[src/rtl/change_dispenser.sv]
// Change dispenser: pays out change owed (nickel units) as greedy quarter/dime/nickel requests to a coin hopper.
// Latency: first coin request 1 cycle after i_vend; o_done 1 cycle after i_vend when no change is owed.
// Backpressure: each request holds until i_hopper_ack; i_vend is ignored while o_busy is high.
// Optional feature macro CHANGE_TIMEOUT_EN: hopper wait timeout with a sticky FAULT state.

module change_dispenser #(
  parameter int TIMEOUT_CYC = 15
) (
  input  logic       i_clk,
  input  logic       i_rst_n,
  input  logic       i_vend,
  input  logic [2:0] i_change,
  input  logic       i_hopper_ack,
  output logic       o_quarter,
  output logic       o_dime,
  output logic       o_nickel,
  output logic       o_busy,
  output logic       o_done,
  output logic [2:0] o_coins,
  output logic       o_fault
);

  // Coin values in nickel units.
  localparam logic [2:0] QUARTER_VAL = 3'd5;
  localparam logic [2:0] DIME_VAL    = 3'd2;
  localparam logic [2:0] NICKEL_VAL  = 3'd1;

`ifdef CHANGE_TIMEOUT_EN
  typedef enum logic [2:0] {
    S_IDLE  = 3'd0,
    S_REQ   = 3'd1,
    S_GAP   = 3'd2,
    S_DONE  = 3'd3,
    S_FAULT = 3'd4
  } state_t;

  // Counter must be able to hold TIMEOUT_CYC-1 (the last no-ack cycle before faulting).
  localparam int WAIT_W = (TIMEOUT_CYC > 1) ? $clog2(TIMEOUT_CYC) : 1;
  localparam logic [WAIT_W-1:0] WAIT_LAST = WAIT_W'(TIMEOUT_CYC - 1);
`else
  typedef enum logic [2:0] {
    S_IDLE  = 3'd0,
    S_REQ   = 3'd1,
    S_GAP   = 3'd2,
    S_DONE  = 3'd3
  } state_t;
`endif

  state_t     state, state_nxt;
  logic [2:0] rem, rem_nxt;
  logic [2:0] coins, coins_nxt;

  // Greedy selection from the registered remainder.
  logic       sel_quarter, sel_dime, sel_nickel;
  logic [2:0] coin_val;

`ifdef CHANGE_TIMEOUT_EN
  logic [WAIT_W-1:0] wait_cnt, wait_nxt;
  logic              fault, fault_nxt;
`endif

  // Greedy coin choice: largest coin that still fits in the remainder.
  always_comb begin
    sel_quarter = 1'b0;
    sel_dime    = 1'b0;
    sel_nickel  = 1'b0;
    coin_val    = NICKEL_VAL;
    if (rem >= QUARTER_VAL) begin
      sel_quarter = 1'b1;
      coin_val    = QUARTER_VAL;
    end else if (rem >= DIME_VAL) begin
      sel_dime = 1'b1;
      coin_val = DIME_VAL;
    end else begin
      sel_nickel = 1'b1;
      coin_val   = NICKEL_VAL;
    end
  end

  // Next-state and datapath update; coin_val never exceeds rem so rem cannot wrap.
  always_comb begin
    state_nxt = state;
    rem_nxt   = rem;
    coins_nxt = coins;
`ifdef CHANGE_TIMEOUT_EN
    // Held at zero outside REQ, so it is already clear on every entry to REQ.
    wait_nxt  = '0;
    fault_nxt = fault;
`endif
    case (state)
      S_IDLE: begin
        if (i_vend) begin
          rem_nxt   = i_change;
          coins_nxt = 3'd0;
          state_nxt = (i_change != 3'd0) ? S_REQ : S_DONE;
        end
      end
      S_REQ: begin
        if (i_hopper_ack) begin
          rem_nxt   = rem - coin_val;
          coins_nxt = coins + 3'd1;
          state_nxt = S_GAP;
        end
`ifdef CHANGE_TIMEOUT_EN
        else if (wait_cnt == WAIT_LAST) begin
          state_nxt = S_FAULT;
          fault_nxt = 1'b1;
        end else begin
          wait_nxt = wait_cnt + 1'b1;
        end
`endif
      end
      S_GAP: begin
        state_nxt = (rem != 3'd0) ? S_REQ : S_DONE;
      end
      S_DONE: begin
        state_nxt = S_IDLE;
      end
`ifdef CHANGE_TIMEOUT_EN
      S_FAULT: begin
        // Only reset leaves FAULT.
        state_nxt = S_FAULT;
      end
`endif
      default: begin
        state_nxt = S_IDLE;
      end
    endcase
  end

  // State, remainder and coin count registers with synchronous reset.
  always_ff @(posedge i_clk) begin
    if (!i_rst_n) begin
      state <= S_IDLE;
      rem   <= 3'd0;
      coins <= 3'd0;
    end else begin
      state <= state_nxt;
      rem   <= rem_nxt;
      coins <= coins_nxt;
    end
  end

`ifdef CHANGE_TIMEOUT_EN
  // Hopper wait counter and sticky fault flag.
  always_ff @(posedge i_clk) begin
    if (!i_rst_n) begin
      wait_cnt <= '0;
      fault    <= 1'b0;
    end else begin
      wait_cnt <= wait_nxt;
      fault    <= fault_nxt;
    end
  end

  assign o_fault = fault;
`else
  assign o_fault = 1'b0;
`endif

  // Outputs decoded purely from registered state and remainder.
  always_comb begin
    o_quarter = (state == S_REQ) && sel_quarter;
    o_dime    = (state == S_REQ) && sel_dime;
    o_nickel  = (state == S_REQ) && sel_nickel;
    o_busy    = (state != S_IDLE);
    o_done    = (state == S_DONE);
    o_coins   = coins;
  end

  // Simulation-only sanity checks on parameterisation and request encoding.
  a_timeout_range: assert property (@(posedge i_clk) TIMEOUT_CYC >= 1);
  a_req_onehot:    assert property (@(posedge i_clk) disable iff (!i_rst_n)
                                    $onehot0({o_quarter, o_dime, o_nickel}));
  a_no_underflow:  assert property (@(posedge i_clk) disable iff (!i_rst_n)
                                    (state == S_REQ) |-> (coin_val <= rem));

endmodule

[config.mk]
export PLATFORM = sky130hd
export DESIGN_NAME = change_dispenser
export DESIGN_NICKNAME = d
export VERILOG_FILES = /design/src/rtl/change_dispenser.sv
export SDC_FILE = /design/constraint.sdc
export NUM_CORES = 1
export LEC_CHECK = 0
export CAP_MARGIN = 20
export CELL_PAD_IN_SITES_DETAIL_PLACEMENT = 1
export CELL_PAD_IN_SITES_GLOBAL_PLACEMENT = 1
export CORE_MARGIN = 8
export CORE_UTILIZATION = 34
export CTS_CLUSTER_SIZE = 30
export DETAILED_ROUTE_END_ITERATION = 12
export PLACE_DENSITY_LB_ADDON = 0.1
export SETUP_SLACK_MARGIN = 0.1
export SLEW_MARGIN = 10
export SYNTH_ARGS = -nofsm -noshare
export SYNTH_HDL_FRONTEND = slang
export SYNTH_SLANG_ARGS = --single-unit
export TNS_END_PERCENT = 100
[constraint.sdc]
create_clock -name i_clk -period 2.1 [get_ports i_clk]
set_input_delay 0.42 -clock i_clk [delete_from_list [all_inputs] [get_ports i_clk]]
set_output_delay 0.42 -clock i_clk [all_outputs]
set_load 0.01 [all_outputs]
Word level (Yosys, flattened, before mapping)
Cells that the tools add are included.
{ "word_totals": {"register_bits": 9, "input_bits": 7, "output_inout_bits": 9, "elab_cells": 40} }
{ "classes": {"addsub": 2, "order_cmp": 2, "eq_ne": 5, "mux": 18, "n_reduce_logical": 10} }
{ "op_table": {"columns": ["cell", "n"], "rows": [
  ["$mux 3", 7],
  ["$pmux 3 s2", 2],
  ["$pmux 3 s3", 1],
  ["$reduce_bool 3->1", 3],
  ["$eq 3x2->1 const B", 2],
  ["$mux 2", 3],
  ["$mux 1", 5],
  ["$ne 2x2->1 const B", 2],
  ["$add 3x1->3 const B", 1],
  ["$eq 3x1->1 const B", 1],
  ["$ge 3x2->1 const B", 1],
  ["$ge 3x3->1 const B", 1],
  ["$logic_and 1x1->1", 3],
  ["$logic_not 3->1", 1],
  ["$reduce_and 3->1", 1],
  ["$sub 3x3->3", 1],
  ["$reduce_and 2->1", 1],
  ["$reduce_bool 2->1", 1]
]} }

Depth between registers and ports, before layout
{ "logic_depth": {"ltp_word": 6, "ltp_mapped": 6, "ltp_nobuf": 6} }

Least setup slack after synthesis
Ideal clock, no wire load.
{ "synth_path": {"path_kind": "reg2reg", "from": "register rem[2]", "to": "register rem[1]", "setup_time_ns": 0.087, "arrival_ns": 1.337, "required_time_ns": 2.013, "slack_ns": 0.676, "path_stages_with_launch": 7, "n_path_buf": 1, "synth_period_minus_slack_ns": 1.424, "cell_sequence": "dfxtp_1 -> clkbuf_1 -> mux2i_1 -> ha_1 -> and3b_1 -> and3_1 -> o31ai_1"} }
{ "synth_between": {"elab_chain_cells": 6, "word_cells_on_any_way": 7, "classes_between": "add/sub (1); order compare (2); mux (4)"} }
{ "synth_rtl": {"columns": ["element", "line", "source"], "rows": [
  ["start: declaration", "50", "logic [2:0] rem, rem_nxt;"],
  ["start signal: assignment", "139", "rem <= rem_nxt;"],
  ["$ge 3x2->1", "71", "end else if (rem >= DIME_VAL) begin"],
  ["$mux 2", "71", null],
  ["$mux 3 (*)", "68", "if (rem >= QUARTER_VAL) begin"],
  ["$sub 3x3->3 (*)", "100", "rem_nxt = rem - coin_val;"],
  ["$mux 3 (*)", "99", "if (i_hopper_ack) begin"],
  ["$pmux 3 s2 (*)", "90", "case (state)"]
]} }
Every way passes the cells marked *; elsewhere a longest branch is shown, timed or not. The select of a mux whose other input is x is not followed.
A chain may end at the register's enable or synchronous reset.

Worst setup path in the final report
{ "layout_path": {"from": "register state[0]", "to": "output port o_done"} }
{ "layout_between": {"elab_chain_cells": 1} }
{ "layout_rtl": {"columns": ["element", "line", "source"], "rows": [
  ["start: declaration", "49", "state_t state, state_nxt;"],
  ["start signal: assignment", "138", "state <= state_nxt;"],
  ["$eq 3x2->1", "167", "o_done = (state == S_DONE);"],
  ["end: declaration", "18", "output logic o_done,"]
]} }
No other way between the ends.

==> key figures <==
Layout
  • Most frequent cells in the layout: clkdlybuf4s50_1 (11), dfxtp_1 (7), a21oi_1 (5)
  • Fillers: 198
  • Antenna cells: 0
  • Non-filler cells, final: 96
  • Share of layout cells above drive strength 1: 13.75%
  • Most common cell after layout, fill and taps aside: clkdlybuf4s50_1
  • Layout area overhead: 31.65%
  • Final Net Count: 91

CTS
  • CTS sink cnt: 8
  • Clk_lat worst skew: 270 ps
  • CTS buffer count: 3
  • H-Tree Level Count: 1
  • TritonCTS clock tree: yes
  • Clk pin slew, worst setup/hold paths: 60 ps
  • Clk buf depth: 2
  • Root buffer selected by CTS: clkbuf_4
  • Post-CTS setup buffers: 0
  • Cts hold-fix bufs: 0

Yosys
  • Mapped Cells: 66
  • Synth Area per Inst: 8.266 um^2
  • Synth warn: 0
  • Flops & latches, synth: 8
  • Seq/Total Area, Yosys: 29.36%
  • Synthesized Nets: 75
  • Yosys cell types: 33
  • Synthesized area: 545.5 um^2

Drt
  • Pre-antenna DRT Iters: 2
  • DR iter-0 viols: 4
  • WL/cell: 15.64 um
  • Post-route ant nets: 0
  • Via count: 545
  • Final WL: 1.501 mm
  • Via density: 5.677
  • DRC: 0

Place
  • Placer Congestion: 0.7068
  • Placed insts: 93
  • HPWL after DPL: 1.123 mm
  • Port Buffers: 14

Setup path
  • Arr. time, crit path: 1510 ps
  • WP data required: 1680 ps
  • Setup Crit Path Kind: reg2out
  • Crit path largest cell delay: 530 ps
  • CP Capture Type: output port
  • WP buf/inv: 2
  • Critical-path cell list: buf_4 > and2_1 > clkdlybuf4s50_1
  • Worst setup SP type: flip-flop
  • Highest-delay cell along the critical path: clkdlybuf4s50_1
  • Critical path peak fanout: 16
  • Delay-heaviest family, CP: buffers and inverters

Power
  • P_leak: 0.2933 nW
  • PD cells: 627.6 mW/mm^2
  • VDD IR max: 0.0003474 V
  • Overall power: 0.4508 mW

Floorplanning
  • Die ar.: 0.003142 mm^2
  • IO Count: 16
  • Die X: 56.06 um
  • Starting density of the core: 36.21%
  • Die Ht: 56.06 um
  • Core area: 0.001506 mm^2
  • Rows: 14

Timing
  • # setup viols final: 0
  • Min cycle time layout: 1928 ps
  • RSZ-0062 raised after global routing: false
  • Final slew viol count: 0
  • Final hold violation count: 0
  • Maximum clock rate: 518.6 MHz
  • Clock skew: 3.686 ps
  • Setup TNS: 0 ps
  • Period utilization: 91.83%

Job
  • Max-cap check violation count: 0

Global routing
  • Initial antenna violation count: 0
  • GRT overflow: 0
  • All-Layer GR Usage: 9.995%
  • Gr busiest metal: met2
  • GR met1 Demand/Resource: 11.46%
  • M2 GR Usage: 14.58%
  • Vias in the first global route: 536
  • Pin count of the biggest net entering global routing: 17
  • First-pass GRT wire length: 2.532 mm
  • Met3 global-route usage: 5.936%

Min path
  • Hold crit path type: reg2reg

Run status
  • Status: finished, final reports clean
[metrics by stage]
step | hold slack, ps | util [%] | cell area (um^2) | worst slack [ps]
2_1_floorplan | 501.0 | - | 545.5 | 675.8
3_3_place_gp | 479.7 | 45.76 | 689.4 | 353.2
3_5_place_dp | 522.3 | 45.76 | 689.4 | 322.4
4_1_cts | 529.5 | 47.34 | 713.2 | 109.5
5_1_grt | 570.1 | 47.67 | 718.2 | 111.5
6_report | 517.7 | 47.67 | 718.2 | 171.7
[worst register-to-register path, cell delays in order, from the launching register on]
cell and delay, ps:
dfxtp_1 380, nor2_2 150, mux2i_1 100, ha_1 210, and3b_1 170, and3_1 170
o31ai_1 210
[synthesized netlist by cell type, drive strengths merged]
master	instances	area share [%]
a31oi	1	1.1
and2	1	1.1
ha	2	4.6
nor3	2	1.8
nand3b	1	1.4
mux2i	2	3.7
buf	3	4.4
o41ai	2	3.2
nor2	5	3.4
and4	1	2.1
mux2	1	2.8
o221a	1	2.1
nor3b	2	2.8
o31ai	1	1.4
nand2b	3	3.4
o211ai	1	1.4
nor2b	1	1.1
and3b	1	1.6
conb	1	0.69
clkbuf	2	1.4
a211oi	3	4.1
a21oi	5	4.6
nand4	1	1.1
or2	1	1.1
nand2	1	0.69
o22a	1	1.6
o2111ai	2	3.2
o21ai	4	3.7
and3	2	2.3
dfxtp	8	29
inv	4	2.8
[flip-flops by register name (all words and copies together), names as in the netlist]
register / cells
o_coins: 3
rem: 3
state: 2
[area by class of cell]
cell class,count,area (um^2),share of cell area (%)
multi-input combinational,49,344.1,47.91
clock buffer,3,22.52,3.136
inverter,4,15.01,2.091
tap,16,20.02,2.787
timing repair buffer,16,155.1,21.60
sequential,8,161.4,22.47
[report_power, final]
group	leakage [nW]	switching (mW)	internal (mW)
combinational	0.214	0.0707	0.0698
clock	0.0138	0.0618	0.0660
sequential	0.0659	0.0175	0.165
[cell families after synthesis]
group | after synthesis | share of synthesized area (%)
multiplexers | 3 | 6.421
buffers and inverters | 9 | 8.485
AO/OA/AOI/OAI | 21 | 26.38
flip-flops | 8 | 29.36
other | 1 | 0.6874
AND/OR/NAND/NOR | 22 | 24.09
adder cells (fa/ha/maj) | 2 | 4.586
[path summary, 6_finish.rpt]
path,start,to,slack [ps],depth (start not counted)
max,state[0],o_done,170,3
min,o_coins[1],o_coins[1],520,2
max reg2reg,rem[1],rem[1],630,6
min reg2reg,o_coins[1],o_coins[1],520,2
[routing by layer]
layer,vias to the layer above,share of wire [%]
met4,0,0.87
met3,2,7.3
met2,13,43
met1,254,48
li1,276,-
met5,-,0
[repair_timing]
action,in CTS,in global routing
gates resized for setup,4,2
cloned,0,0
hold endpoints to repair,0,0
setup endpoints to repair,2,2
(Power assumes the default switching activity.)
